### src/rtl/uart_pkg.sv
// Shared UART definitions: rx FSM state encoding, frame width and the
// helper that turns clock/baud rates into clocks-per-bit.
package uart_pkg;

  localparam int UART_DATA_BITS = 8;

  localparam logic [2:0] ST_IDLE      = 3'd0;
  localparam logic [2:0] ST_START     = 3'd1;
  localparam logic [2:0] ST_DATA      = 3'd2;
  localparam logic [2:0] ST_STOP      = 3'd3;
  localparam logic [2:0] ST_WAIT_HIGH = 3'd4;

  typedef enum logic [2:0] {
    IDLE      = ST_IDLE,
    START     = ST_START,
    DATA      = ST_DATA,
    STOP      = ST_STOP,
    WAIT_HIGH = ST_WAIT_HIGH
  } rx_state_t;

  // Rounded to the nearest integer so slightly odd ratios still land close.
  function automatic int calc_clks_per_bit(input int clk_hz, input int baud);
    return (clk_hz + baud / 2) / baud;
  endfunction

endpackage

### src/rtl/sync_fifo.sv
// Single-clock first-word-fall-through FIFO; head shows the oldest entry.
// A push into a full FIFO is accepted only when a pop happens in the same cycle.
module sync_fifo #(
  parameter int WIDTH = 8,
  parameter int DEPTH = 4
) (
  input  logic                     clk,
  input  logic                     reset,
  input  logic                     push,
  input  logic [WIDTH-1:0]         push_data,
  input  logic                     pop,
  output logic [WIDTH-1:0]         head,
  output logic                     full,
  output logic                     empty,
  output logic [$clog2(DEPTH):0]   count
);

  localparam int AW = $clog2(DEPTH);
  localparam logic [AW:0] FULL_CNT = (AW + 1)'(DEPTH);

  logic [WIDTH-1:0] mem [DEPTH];
  logic [AW-1:0]    wr_ptr;
  logic [AW-1:0]    rd_ptr;
  logic             do_push;
  logic             do_pop;

  assign empty   = (count == '0);
  assign full    = (count == FULL_CNT);
  assign do_pop  = pop & ~empty;
  assign do_push = push & (~full | do_pop);
  assign head    = mem[rd_ptr];

  // Storage is cleared on reset so the head reads 0 while empty.
  always_ff @(posedge clk or posedge reset) begin
    if (reset) begin
      wr_ptr <= '0;
      rd_ptr <= '0;
      count  <= '0;
      for (int i = 0; i < DEPTH; i++) mem[i] <= '0;
    end else begin
      if (do_push) begin
        mem[wr_ptr] <= push_data;
        wr_ptr      <= wr_ptr + 1'b1;
      end
      if (do_pop) rd_ptr <= rd_ptr + 1'b1;
      case ({do_push, do_pop})
        2'b10:   count <= count + 1'b1;
        2'b01:   count <= count - 1'b1;
        default: count <= count;
      endcase
    end
  end

endmodule

### src/rtl/uart_rx_fifo.sv
// 8N1 UART receiver with mid-bit sampling feeding a FWFT receive FIFO.
// States: IDLE wait start | START verify start | DATA shift bits | STOP check stop | WAIT_HIGH wait break end
module uart_rx_fifo
  import uart_pkg::*;
#(
  parameter int CLKS_PER_BIT = calc_clks_per_bit(25_000_000, 115_200),
  parameter int FIFO_DEPTH   = 4
) (
  input  logic                          clk,
  input  logic                          reset,
  input  logic                          rxd,
  output logic [UART_DATA_BITS-1:0]     rx_data,
  output logic                          rx_valid,
  input  logic                          rx_ready,
  output logic                          frame_err,
  output logic                          overrun,
  input  logic                          err_clr,
  output logic [$clog2(FIFO_DEPTH):0]   fifo_count
);

  localparam int CW = $clog2(CLKS_PER_BIT);
  localparam logic [CW-1:0] HALF_CNT = CW'(CLKS_PER_BIT / 2 - 1);
  localparam logic [CW-1:0] BIT_CNT  = CW'(CLKS_PER_BIT - 1);

  logic                      sync_1;
  logic                      rxd_s;
  rx_state_t                 state;
  logic [CW-1:0]             cnt;
  logic [2:0]                bit_idx;
  logic [UART_DATA_BITS-1:0] shift;
  logic                      cnt_zero;
  logic                      stop_sample;
  logic                      push_req;
  logic                      pop_req;
  logic                      fifo_full;
  logic                      fifo_empty;

  assign cnt_zero    = (cnt == '0);
  assign stop_sample = (state == STOP) && cnt_zero;
  assign push_req    = stop_sample & rxd_s;
  assign pop_req     = rx_valid & rx_ready;
  assign rx_valid    = ~fifo_empty;

  always_ff @(posedge clk or posedge reset) begin
    if (reset) begin
      sync_1 <= 1'b1;
      rxd_s  <= 1'b1;
    end else begin
      sync_1 <= rxd;
      rxd_s  <= sync_1;
    end
  end

  always_ff @(posedge clk or posedge reset) begin
    if (reset) begin
      state   <= IDLE;
      cnt     <= '0;
      bit_idx <= '0;
      shift   <= '0;
    end else begin
      case (state)
        IDLE: begin
          if (!rxd_s) begin
            cnt   <= HALF_CNT;
            state <= START;
          end
        end
        START: begin
          if (!cnt_zero) begin
            cnt <= cnt - 1'b1;
          end else if (!rxd_s) begin
            cnt     <= BIT_CNT;
            bit_idx <= '0;
            state   <= DATA;
          end else begin
            state <= IDLE;
          end
        end
        DATA: begin
          if (!cnt_zero) begin
            cnt <= cnt - 1'b1;
          end else begin
            shift   <= {rxd_s, shift[UART_DATA_BITS-1:1]};
            cnt     <= BIT_CNT;
            bit_idx <= bit_idx + 1'b1;
            if (bit_idx == 3'd7) state <= STOP;
          end
        end
        STOP: begin
          if (!cnt_zero) cnt <= cnt - 1'b1;
          else           state <= rxd_s ? IDLE : WAIT_HIGH;
        end
        WAIT_HIGH: begin
          if (rxd_s) state <= IDLE;
        end
        default: state <= IDLE;
      endcase
    end
  end

  // Sticky error flags; a new event in the clearing cycle keeps the flag set.
  always_ff @(posedge clk or posedge reset) begin
    if (reset) begin
      frame_err <= 1'b0;
      overrun   <= 1'b0;
    end else begin
      if (stop_sample && !rxd_s) frame_err <= 1'b1;
      else if (err_clr)          frame_err <= 1'b0;
      if (push_req && fifo_full && !pop_req) overrun <= 1'b1;
      else if (err_clr)                      overrun <= 1'b0;
    end
  end

  sync_fifo #(
    .WIDTH (UART_DATA_BITS),
    .DEPTH (FIFO_DEPTH)
  ) u_fifo (
    .clk       (clk),
    .reset     (reset),
    .push      (push_req),
    .push_data (shift),
    .pop       (pop_req),
    .head      (rx_data),
    .full      (fifo_full),
    .empty     (fifo_empty),
    .count     (fifo_count)
  );

endmodule

### config.mk
export PLATFORM = sky130hd
export DESIGN_NAME = uart_rx_fifo
export DESIGN_NICKNAME = d
export VERILOG_FILES = /design/src/rtl/uart_pkg.sv /design/src/rtl/sync_fifo.sv /design/src/rtl/uart_rx_fifo.sv
export SDC_FILE = /design/constraint.sdc
export NUM_CORES = 1
export LEC_CHECK = 0
export CORE_UTILIZATION = 45
export DETAILED_ROUTE_END_ITERATION = 10
export GPL_TIMING_DRIVEN = 0
export HOLD_SLACK_MARGIN = 0.05
export SLEW_MARGIN = 20
export SYNTH_ARGS = -nofsm -noshare
export SYNTH_HDL_FRONTEND = slang
export SYNTH_SLANG_ARGS = --single-unit
### constraint.sdc
create_clock -name clk -period 7.1 [get_ports clk]
set_clock_uncertainty 0.1 [all_clocks]
set_input_delay 1.065 -clock clk [delete_from_list [all_inputs] [get_ports clk]]
set_output_delay 1.065 -clock clk [all_outputs]
set_load 0.02 [all_outputs]
# --- After elaboration in Yosys (flattened, before gate mapping) ---
# Cells that the tools add are included.
op_classes:
  order_cmp: 3
  eq_ne: 17
  muxes: 29
  bitwise: 9
  addsub: 6
  n_reduce_logical: 19
ops:
  columns: ["cell", "count"]
  rows:
  - ["8-bit 2-to-1 mux", 8]
  - ["32-bit bitwise mux", 1]
  - ["8-bit case mux with 4 select lines", 1]
  - ["3-bit 2-to-1 mux", 10]
  - ["8-bit binary-select mux with 2-bit select", 1]
  - ["8-bit demux with 2-bit select", 1]
  - ["2-bit inequality test (second input constant)", 8]
  - ["3-bit case mux with 5 select lines", 1]
  - ["3-bit case mux with 2 select lines", 2]
  - ["3-bit equality test (second input constant)", 3]
  - ["8-bit zero test", 1]
  - ["4-bit AND reduction", 2]
  - ["2-bit nonzero test", 4]
  - ["8-bit by 1-bit subtractor with 8-bit output (second input constant)", 1]
  - ["3-bit by 1-bit adder with 3-bit output (second input constant)", 2]
  - ["3-bit by 2-bit equality test with 1-bit output (second input constant)", 2]
  - ["3-bit greater-or-equal comparator (second input constant)", 2]
  - ["3-bit zero test", 2]
  - ["2-bit NOT with 3-bit output", 2]
  - ["6-bit AND reduction", 1]
  - ["1-bit logical AND", 5]
  - ["2-bit by 1-bit adder with 2-bit output (second input constant)", 2]
  - ["1-bit bitwise AND", 4]
  - ["4-bit nonzero test", 1]
  - ["other kinds (12)", 16]
totals:
  input_bits: 5
  elab_cells: 98
  output_inout_bits: 14
  register_bits: 65

# --- Longest topological paths before layout ---
depth:
  depth_word: 8
  ltp_mapped: 12

# --- Modules after synthesis ---
# From an unflattened synthesis, not the netlist that was laid out.
hier_totals:
  cells_unflattened: 235
  hier_area_um2: 3171.8
modules_own_cells:
  columns: ["mod", "n_inst", "cells_each", "seq_area_each_um2", "area_each_um2"]
  rows:
  - ["sync_fifo", 1, 116, 975.9, 1805.5]
  - ["uart_rx_fifo", 1, 119, 653.1, 1366.3]

# --- Least setup slack after synthesis ---
# Ideal clock, no wire load.
synth_path:
  kind: "input to register"
  from: "in rx_ready"
  to: "reg u_fifo.count[2]"
  setup_time_ps: 80
  path_stages: 9
  slack_ps: 4010
  arrival_time_ps: 2910
  cell_sequence: "or4b_2 > nor4b_4 > inv_1 > ha_1 > inv_1 > fa_1 > xor2_1 > nor2_1 > xor2_1"
synth_via:
  elab_chain_len: 6
  elab_cells_between_ends: 8
synth_lines:
  columns: ["element", "line", "text"]
  rows:
  - ["start, declared", "uart_rx_fifo.sv:14", "input logic rx_ready,"]
  - ["1-bit bitwise AND *", "uart_rx_fifo.sv:41", "assign pop_req = rx_valid & rx_ready;"]
  - ["1-bit bitwise AND *", "sync_fifo.sv:29", "assign do_pop = pop & ~empty;"]
  - ["1-bit bitwise OR", "sync_fifo.sv:30", "assign do_push = push & (~full | do_pop);"]
  - ["1-bit bitwise AND", "sync_fifo.sv:30", null]
  - ["2-bit by 1-bit equality test with 1-bit output / 2-bit equality test (equally long branches)", "sync_fifo.sv:46", "case ({do_push, do_pop})"]
  - ["3-bit case mux with 2 select lines / 2-bit nonzero test (equally long branches)", null, null]
  - ["end signal, assigned", "sync_fifo.sv:47", "2'b10: count <= count + 1'b1;"]
  - ["end signal, assigned", "sync_fifo.sv:48", "2'b01: count <= count - 1'b1;"]
  - ["end signal, assigned", "sync_fifo.sv:49", "default: count <= count;"]
  - ["end, declared", "sync_fifo.sv:15", "output logic [$clog2(DEPTH):0] count"]
# Mark *: on every way between the ends. The rest lies on a longest branch, timed or not.
# A chain may end at the register's enable or synchronous reset.

# --- Worst setup path in the final report ---
layout_path:
  from: "reg u_fifo.rd_ptr[1]"
  to: "out rx_data[6]"
layout_via:
  elab_chain_len: 4
layout_lines:
  columns: ["element", "line", "text"]
  rows:
  - ["start, declared", "sync_fifo.sv:23", "logic [AW-1:0] rd_ptr;"]
  - ["start signal, assigned", "sync_fifo.sv:45", "if (do_pop) rd_ptr <= rd_ptr + 1'b1;"]
  - ["2-bit NOT with 3-bit output (implied by the code)", "sync_fifo.sv:31", "assign head = mem[rd_ptr];"]
  - ["8-bit binary-select mux with 2-bit select", "sync_fifo.sv:31", null]
  - ["8-bit 2-to-1 mux (implied by the code) (2 in a row)", "sync_fifo.sv:31", null]
  - ["end, declared", "uart_rx_fifo.sv:12", "output logic [UART_DATA_BITS-1:0] rx_data,"]
# Every way passes these cells. The select of a mux whose other input is x is not followed.

==> flow_summary.ini <==
[run_status]
status = finished, final reports clean

[cells_and_area]
final_layout_size_suffix_gt1_share_pct = 25.5
fin_cells = 382
n_antenna_cell = 0
final_common_cell = dfrtp_1
fin_nets = 296
design_area_um2 = 3790
final_cell_mix = 63 x dfrtp_1, 28 x mux2_2, 18 x clkdlybuf4s50_1, 16 x inv_1, 12 x nor2_1
synthToLayoutAreaGrowth_pct = 17.5

[cts]
htreeDepth = 3
cts_made_buffers = 9
cts_setup_buffers = 0
cts_tree = yes
post_cts_resized = 0
hold_buffers = 0
cts_buffer_depth = 2
clk_pin_slew_ns = 0.07
clk_latency_ns = 0.34
cts_num_sinks = 65
cts_root_buf = clkbuf_8

[route]
vias = 2087
final_antenna_net_count = 0
routed_wl_um = 6120
drt-vias-per-instance = 5.46
wl_per_cell_um = 16.0
drtIter0Drc = 69
drtPass1Iterations = 4
drc = 0

[critical_path]
crit_end = rx_data[6]
end_kind = output port
critPathRequiredTime_ns = 5.93
path_class = flip-flop to output port
arrival_ns = 2.42
critPathLaunch = u_fifo.rd_ptr[1]
reg2regPathDepth = 12
reg2reg_to = u_fifo.count[2]
r2r_setup_slack_ns = 3.88
rr_startpoint = cnt[0]
crit_path_start_kind = flip-flop
worstPathMaxFanout = 9

[floorplan]
die_width_um = 86.7
die_area_um2 = 7520
start_util_pct = 47.0
die_h_um = 86.7
core_um2 = 6870
rows = 30
pin_count = 19

[job]
maxCapViolCount = 0

[timing]
whs_ns = 0.258
max_freq_ghz = 0.279
setup_tns_ns = 0
slew_headroom_pct = 27.0
tightest_slew_ns = 1.09
drv_slew = 0
period_needed_ns = 3.58
fin_crit_sh_pct = 50.4
rsz0062_at_grt = false
setup_violations = 0
finalHoldViolations = 0

[global_route]
grt_pass1_wl_um = 10500
grt_overflow = 0
grt_max_degree = 56
grt_pass1_vias = 2172
groute.layer.met1.usage_pct = 23.5
busiest_layer = met2
met2_usage_pct = 30.4
grt_usage_pct = 18.7
use_met3_pct = 6.00
antenna_found_initial = 0

[yosys]
yosys_register_bits = 65
synth-async-reset-ratio_pct = 100
synth_warnings = 0
ys.flop_type = dfrtp_1
synth.net_count = 266
syn_area_um2 = 3230
yosys.cell_types.count = 51
synth_edf_count = 0
synthCells = 251
syn_avg_cell_area_um2 = 12.9
ys_seq_area_share_pct = 50.5

[place]
post_dp_cell_area_um2 = 3560
numPortBuffers = 18
routabilityCongestion = 0.774
place_hpwl_um = 4090
dp.cells = 366

[power]
peakVddDrop_mv = 0.115
power.density_nw_per_um2 = 242
p_leak_nw = 1.79

[worst_hold_path]
hp-class = flip-flop to flip-flop
min_from = sync_1
-- cell type report --
cell class	count	area, um2
fillers	598	3080
flip-flops and latches	65	1630
multi-input cells	159	1490
repair buffers	19	208
clock buffers	11	131
well taps	96	120
clock inverters	5	104
inverters	17	66.3
plain buffers	10	46.3
-- registers in the layout (all words and copies together), names as in the netlist, 2 cells and up --
signal	count
u_fifo.mem	32
cnt	8
shift	8
bit_idx	3
state	3
u_fifo.count	3
u_fifo.rd_ptr	2
u_fifo.wr_ptr	2
-- kinds of logic (layout without fill, tap and decap cells) --
family | after synthesis | after routing | share of synthesized area (%)
flops | 65 | 65 | 50.5
mux | 51 | 51 | 21.6
simple gates | 50 | 50 | 9.81
compound gates | 41 | 41 | 8.68
buf+inv | 27 | 62 | 3.41
fa+ha+maj | 10 | 10 | 4.11
xor+xnor | 7 | 7 | 1.90
-- how the worst min path moves through the flow --
stage,end,depth (start not counted)
after CTS,rxd_s,0
after detailed placement,rxd_s,0
after floorplan,rxd_s,0
after global routing,rxd_s,0
final,rxd_s,0
after global placement,rxd_s,0
-- synth_stat cells (2+ instances only) --
master	n	share of area, %
nand2b_1	2	0.39
o31ai_1	3	0.70
nand2_4	4	1.4
mux2i_1	3	0.93
dfrtp_1	63	49
mux4_2	8	5.6
a21o_1	2	0.46
a41oi_1	2	0.54
nor3_1	8	1.2
mux2_4	10	4.7
or3_1	4	0.78
xnor2_1	3	0.81
o21ai_0	2	0.31
ha_1	9	3.5
o211ai_1	2	0.46
nand4_1	3	0.58
inv_1	17	2.0
mux2_1	2	0.70
a221oi_1	2	0.54
nor4_1	2	0.39
a21oi_1	11	1.7
xor2_1	4	1.1
mux2_2	28	9.8
nand2_1	4	0.46
clkbuf_1	8	0.93
o41ai_1	2	0.54
dfstp_2	2	1.6
nor2b_1	3	0.58
nor2_1	12	1.4
o22ai_1	2	0.39
a31oi_1	4	0.78
-- critical path, stage by stage (launching register included) --
cell             delay [ns]
dfrtp_1                0.33
clkbuf_1               0.59
mux4_2                 0.61
clkdlybuf4s50_1        0.55
-- metal layers --
layer,vias up,part of all wire [%]
met4,0,1.3
met1,1061,47
met3,10,3.7
met2,38,48
met5,-,0
li1,978,-
-- per-stage QoR --
| step | power [W] | worst slack [ns] | utilization, % |
|---|---|---|---|
| global placement | 0.000548 | 3.09 | 51.4 |
| CTS | 0.000931 | 3.48 | 55.2 |
| detailed placement | 0.000553 | 3.48 | 51.8 |
| finish | 0.000918 | 3.52 | 55.2 |
| floorplan | 0.000503 | 4.01 | - |
| global route | 0.000962 | 3.37 | 55.2 |
-- power breakdown --
part | switching (W) | total [W] | internal, W
clock | 0.000140 | 0.000374 | 0.000234
combinational | 0.0000783 | 0.000144 | 0.0000660
sequential | 0.0000127 | 0.000400 | 0.000387
Note: power is estimated with default switching activity, not from simulation.
